$ cat src/rtl/mult_shift_add.sv
// ----------------------------------------------------------------------------
// mult_shift_add
//   Sequential unsigned shift-and-add multiplier. It takes one iteration per
//   multiplier bit and uses an external adder for each partial-sum addition.
//   The file also holds cla32, a 32-bit carry-lookahead adder that is meant to
//   be wired to the add_* ports.
//
// Ports (mult_shift_add):
//   clk           single clock, rising-edge active
//   rst_n         asynchronous active-low reset
//   start         request a multiply; sampled only while idle
//   multiplicand  unsigned operand A (WIDTH bits)
//   multiplier    unsigned operand B (WIDTH bits)
//   busy          high while iterating
//   done          one-cycle pulse; product is valid
//   product       registered 2*WIDTH-bit product
//   add_a/add_b   operands sent to the external adder (0 outside iteration)
//   add_cin       adder carry-in, tied to 0
//   add_sum       adder sum, combinational from add_a/add_b/add_cin
//   add_cout      adder carry-out
// ----------------------------------------------------------------------------
module mult_shift_add #(
    parameter int WIDTH = 32
) (
    input  logic               clk,
    input  logic               rst_n,
    input  logic               start,
    input  logic [WIDTH-1:0]   multiplicand,
    input  logic [WIDTH-1:0]   multiplier,
    output logic               busy,
    output logic               done,
    output logic [2*WIDTH-1:0] product,
    output logic [WIDTH-1:0]   add_a,
    output logic [WIDTH-1:0]   add_b,
    output logic               add_cin,
    input  logic [WIDTH-1:0]   add_sum,
    input  logic               add_cout
);

    localparam int CW = (WIDTH > 1) ? $clog2(WIDTH) : 1;
    localparam logic [CW-1:0] LAST = CW'(WIDTH - 1);

    typedef enum logic [1:0] {
        IDLE = 2'd0,
        CALC = 2'd1,
        DONE = 2'd2
    } state_t;

    state_t             state;
    state_t             next_state;
    logic [2*WIDTH-1:0] acc;
    logic [2*WIDTH-1:0] acc_next;
    logic [WIDTH-1:0]   mcand_r;
    logic [CW-1:0]      count;

    // The upper half of acc is the running partial sum. The lower half starts
    // as the multiplier and is shifted out one bit per iteration. Its LSB
    // selects whether the multiplicand is added this round.
    assign add_a   = (state == CALC) ? acc[2*WIDTH-1:WIDTH] : '0;
    assign add_b   = ((state == CALC) && acc[0]) ? mcand_r : '0;
    assign add_cin = 1'b0;

    // The adder result is WIDTH+1 bits wide including carry-out. Shifting it
    // right as one word keeps the full product without truncation.
    assign acc_next = {add_cout, add_sum, acc[WIDTH-1:1]};

    assign busy = (state == CALC);
    assign done = (state == DONE);

    // State register. Reset forces the machine back to idle immediately, which
    // aborts any multiply in flight.
    always_ff @(posedge clk or negedge rst_n) begin
        if (!rst_n) begin
            state <= IDLE;
        end else begin
            state <= next_state;
        end
    end

    // Next-state logic. start only matters in IDLE. DONE always lasts exactly
    // one cycle, so a start that is held high restarts after a pass through IDLE.
    always_comb begin
        next_state = state;
        case (state)
            IDLE:    if (start) next_state = CALC;
            CALC:    if (count == LAST) next_state = DONE;
            DONE:    next_state = IDLE;
            default: next_state = IDLE;
        endcase
    end

    // Datapath registers. Operands are captured when a start is accepted, so
    // later changes on the inputs cannot disturb the iteration. product is
    // loaded only on the final iteration. It then holds across later starts
    // until the next result arrives.
    always_ff @(posedge clk or negedge rst_n) begin
        if (!rst_n) begin
            acc     <= '0;
            mcand_r <= '0;
            count   <= '0;
            product <= '0;
        end else begin
            case (state)
                IDLE: begin
                    if (start) begin
                        mcand_r <= multiplicand;
                        acc     <= {{WIDTH{1'b0}}, multiplier};
                        count   <= '0;
                    end
                end
                CALC: begin
                    acc   <= acc_next;
                    count <= count + CW'(1);
                    if (count == LAST) begin
                        product <= acc_next;
                    end
                end
                default: begin
                end
            endcase
        end
    end

endmodule


$ cat config.mk
export PLATFORM = sky130hd
export DESIGN_NAME = mult_shift_add
export DESIGN_NICKNAME = d
export VERILOG_FILES = /design/src/rtl/mult_shift_add.sv
export SDC_FILE = /design/constraint.sdc
export NUM_CORES = 1
export LEC_CHECK = 0
export ABC_AREA = 1
export BUFFER_PORTS_ARGS = -buffer_cell sky130_fd_sc_hd__buf_2
export CELL_PAD_IN_SITES_DETAIL_PLACEMENT = 1
export CELL_PAD_IN_SITES_GLOBAL_PLACEMENT = 1
export CORE_UTILIZATION = 33
export DETAILED_ROUTE_END_ITERATION = 6
export GPL_TIMING_DRIVEN = 0
export HOLD_SLACK_MARGIN = 0.03
export PLACE_DENSITY = 0.8
export SLEW_MARGIN = 0
export SYNTH_ARGS = -nofsm -noshare
export SYNTH_HDL_FRONTEND = slang
export SYNTH_SLANG_ARGS = --single-unit
$ cat constraint.sdc
create_clock -name clk -period 1.57 [get_ports clk]
set_input_delay 0.3925 -clock clk [delete_from_list [all_inputs] [get_ports clk]]
set_output_delay 0.3925 -clock clk [all_outputs]
set_load 0.02 [all_outputs]
==> impl_metrics.ini <==
[status]
outcome = finished with violations
violations = negative setup slack

[global_route]
antenna_found_initial = 2
grt_pass1_vias = 7195
grt_max_degree = 109
grt_pass1_wl_mm = 37.83
grt_usage_pct = 21.80
overflow = 0

[worst_setup_path]
critical_path_arrival_ns = 1.62
r2r.worst_path.cells = 8
critical_path_class = flop to primary output
start_kind = flop
crit_end = add_a[29]
r2r-end = product[43]
worstReg2RegStart = count[1]
r2r_slack_ns = -0.06
cp.required_ns = 1.18
cp_max_fo = 7
critPathLaunch = state[1]
crit_path_end_kind = primary output

[timing]
fmax_ghz = 0.4968
hold_violations = 0
post-route-period-util_pct = 128.2
drv_slew = 0
finalSetupViolations = 67
setup_ws_ns = -0.4427
tns_ns = -25.45
finalCriticalPeriod_ns = 2.013
timing.hold.ws_ns = 0.1770
slew_headroom_pct = 64.98
rsz0062_at_grt = yes
fin_worst_skew_ns = 0.01188
tightestPinTransition_ns = 0.5253

[power_and_ir_drop]
pwr-share-seq_pct = 31.6
peakVddDrop_v = 0.0006987
swShare_pct = 41.14
power_leakage_nw = 6.031
powerDensity_nw_per_um2 = 2002
p_switching_mw = 9.355
p_int_mw = 13.38
pwr-share-comb_pct = 49.3
clkPwrFrac_pct = 19.0

[place]
gp_congestion = 0.7638
place_area_um2 = 9026
pre_cts_ws_ns = -0.4033
portBuffers = 229
dp_hpwl_mm = 16.17

[logic_synthesis]
syn_nets = 996
synth_cell_types = 20
ys_warn_count = 0
synth_area_leaders = dfrtp_1, nand2_1, nor2_1
yosysTopAreaCell = dfrtp_1
yosysTopAreaCellShare_pct = 57.63
synth_edf_count = 0
ys.flop_type = dfrtp_1
syn-mean-instance-area_um2 = 8.112
synthCells = 894
ys_seq_area_share_pct = 57.63
syn_area_um2 = 7252
synthArstFlopShare_pct = 100.0
synth_most_common_cell = nand2_1
synthTopCellsByCount = nand2_1, dfrtp_1, nor2_1
ys_ff_latch = 167

[hold_path]
hp-class = input port to flop

[clock_network]
cts.clk_slew.worst_paths_ns = 0.07
cts_tree = done
worstSkewPairLatency_ns = 0.44
cts_buffers = 17
cts-root-buf = clkbuf_16
htree_levels = 4
cts.sink_count = 167
clk_path_buf_depth = 2

[floorplanning]
die-height_um = 150.2
core-area_um2 = 21290
rows = 53
num_io_pins = 231
die_w_um = 150.2
die_area_um2 = 22570
floorplan.initialDensity_pct = 34.07

[detailed_routing]
drt_iter0_markers = 224
antenna_left = 0
wl_mm = 25.66
wl_met3_mm = 1.300
dr_wl_met2_mm = 13.29
via_per_inst = 4.765
avgRoutedWirePerCell_um = 17.51
highest_layer = met4
drtPass1Iterations = 4
drc = 0
vias = 6986
wl_met1_mm = 10.63

[finish]
final_util_pct = 53.35
fin_area_um2 = 11360
area_delta_synth_final_pct = 56.61
drive_gt1_share_pct = 40.42
fin_nets = 1281
nFillCells = 2488

[job]
maxCapViolCount = 0
area by class of cell:
| class | count | area (um2) | area share (%) |
|---|---|---|---|
| plain buffers | 51 | 581.8 | 5.123 |
| diodes | 1 | 2.502 | 0.02203 |
| clock buffers | 23 | 467.9 | 4.120 |
| multi-input cells | 576 | 3154 | 27.77 |
| flip-flops and latches | 167 | 4179 | 36.80 |
| repair buffers | 266 | 2111 | 18.59 |
| well taps | 275 | 344.1 | 3.030 |
| inverters | 100 | 395.4 | 3.481 |
| clock inverters | 7 | 121.4 | 1.069 |
cells by family (layout without fill, tap and decap cells):
logic type	Yosys count	count (layout)	synth area share, %
simple gates	474	474	25.36
flops	167	167	57.63
buf+inv	151	447	9.420
compound gates	99	99	7.195
fa+ha+maj	2	2	0.3450
other cells	1	2	0.05171
power groups by stage:
stage	sequential [mW]	combinational (mW)	clock, mW
floorplan	7.66	4.73	0
global placement	7.01	7.92	0
detailed placement	7.11	8.17	0
CTS	7.06	10.3	4.38
global route	7.40	12.1	4.56
finish	7.19	11.2	4.33
worst min path at each step:
stage	from	to	slack [ns]	cells past startpoint
after global routing	add_sum[0]	product[31]	0.19	3
after global placement	product[39]	product[39]	0.46	2
after CTS	add_sum[0]	product[31]	0.18	3
after detailed placement	rst_n	product[58]	0.35	1
final	add_sum[0]	product[31]	0.18	3
after floorplan	rst_n	acc[0]	0.1	0
per-layer routing:
layer	global-route usage (%)	vias up
li1	-	3277
met1	26.74	3474
met2	37.64	204
met3	5.121	31
met4	7.020	0
met5	0	-
cells in the final DEF, fill, tap and decap left out, types with 26 or more instances in the layout:
master     netlist  routed
nand2_1        337     296
buf_2           22     167
dfrtp_1        167     167
inv_1           96      96
buf_6            7      78
nor2_4           0      66
o21ai_0         46      39
nand2_2          0      34
nand3_1         34      34
buf_4            9      29
clkbuf_16        0      27
nor2_1         100      26
a21oi_1         32      26
critical path, cell delays in order, from the launching register on:
cell	delay [ns]
dfrtp_1	0.41
inv_4	0.09
nand2_8	0.09
buf_12	0.17
clkbuf_16	0.17
nor2_4	0.11
buf_6	0.13
per-stage QoR:
| stage | cells | power (mW) |
|---|---|---|
| 2_1_floorplan | 894 | 12.39 |
| 3_3_place_gp | 1398 | 14.92 |
| 3_5_place_dp | 1399 | 15.28 |
| 4_1_cts | 1448 | 21.75 |
| 5_1_grt | 1465 | 24.06 |
| 6_report | 1466 | 22.74 |
sequential cells by signal (all words and copies together), names as in the netlist:
| name | count |
|---|---|
| mcand_r | 32 |
| acc | 64 |
| count | 5 |
| state | 2 |
| product | 64 |
timing repair:
action / in CTS / in global routing
gates cloned: 3 / 9
hold endpoints to repair: 59 / 0
gates resized for setup: 249 / 140
setup endpoints to repair: 130 / 180
setup buffers: 15 / 9
hold buffers: 1 / 0
pin swaps: 5 / 19
Power figures use the tool's default switching activity.
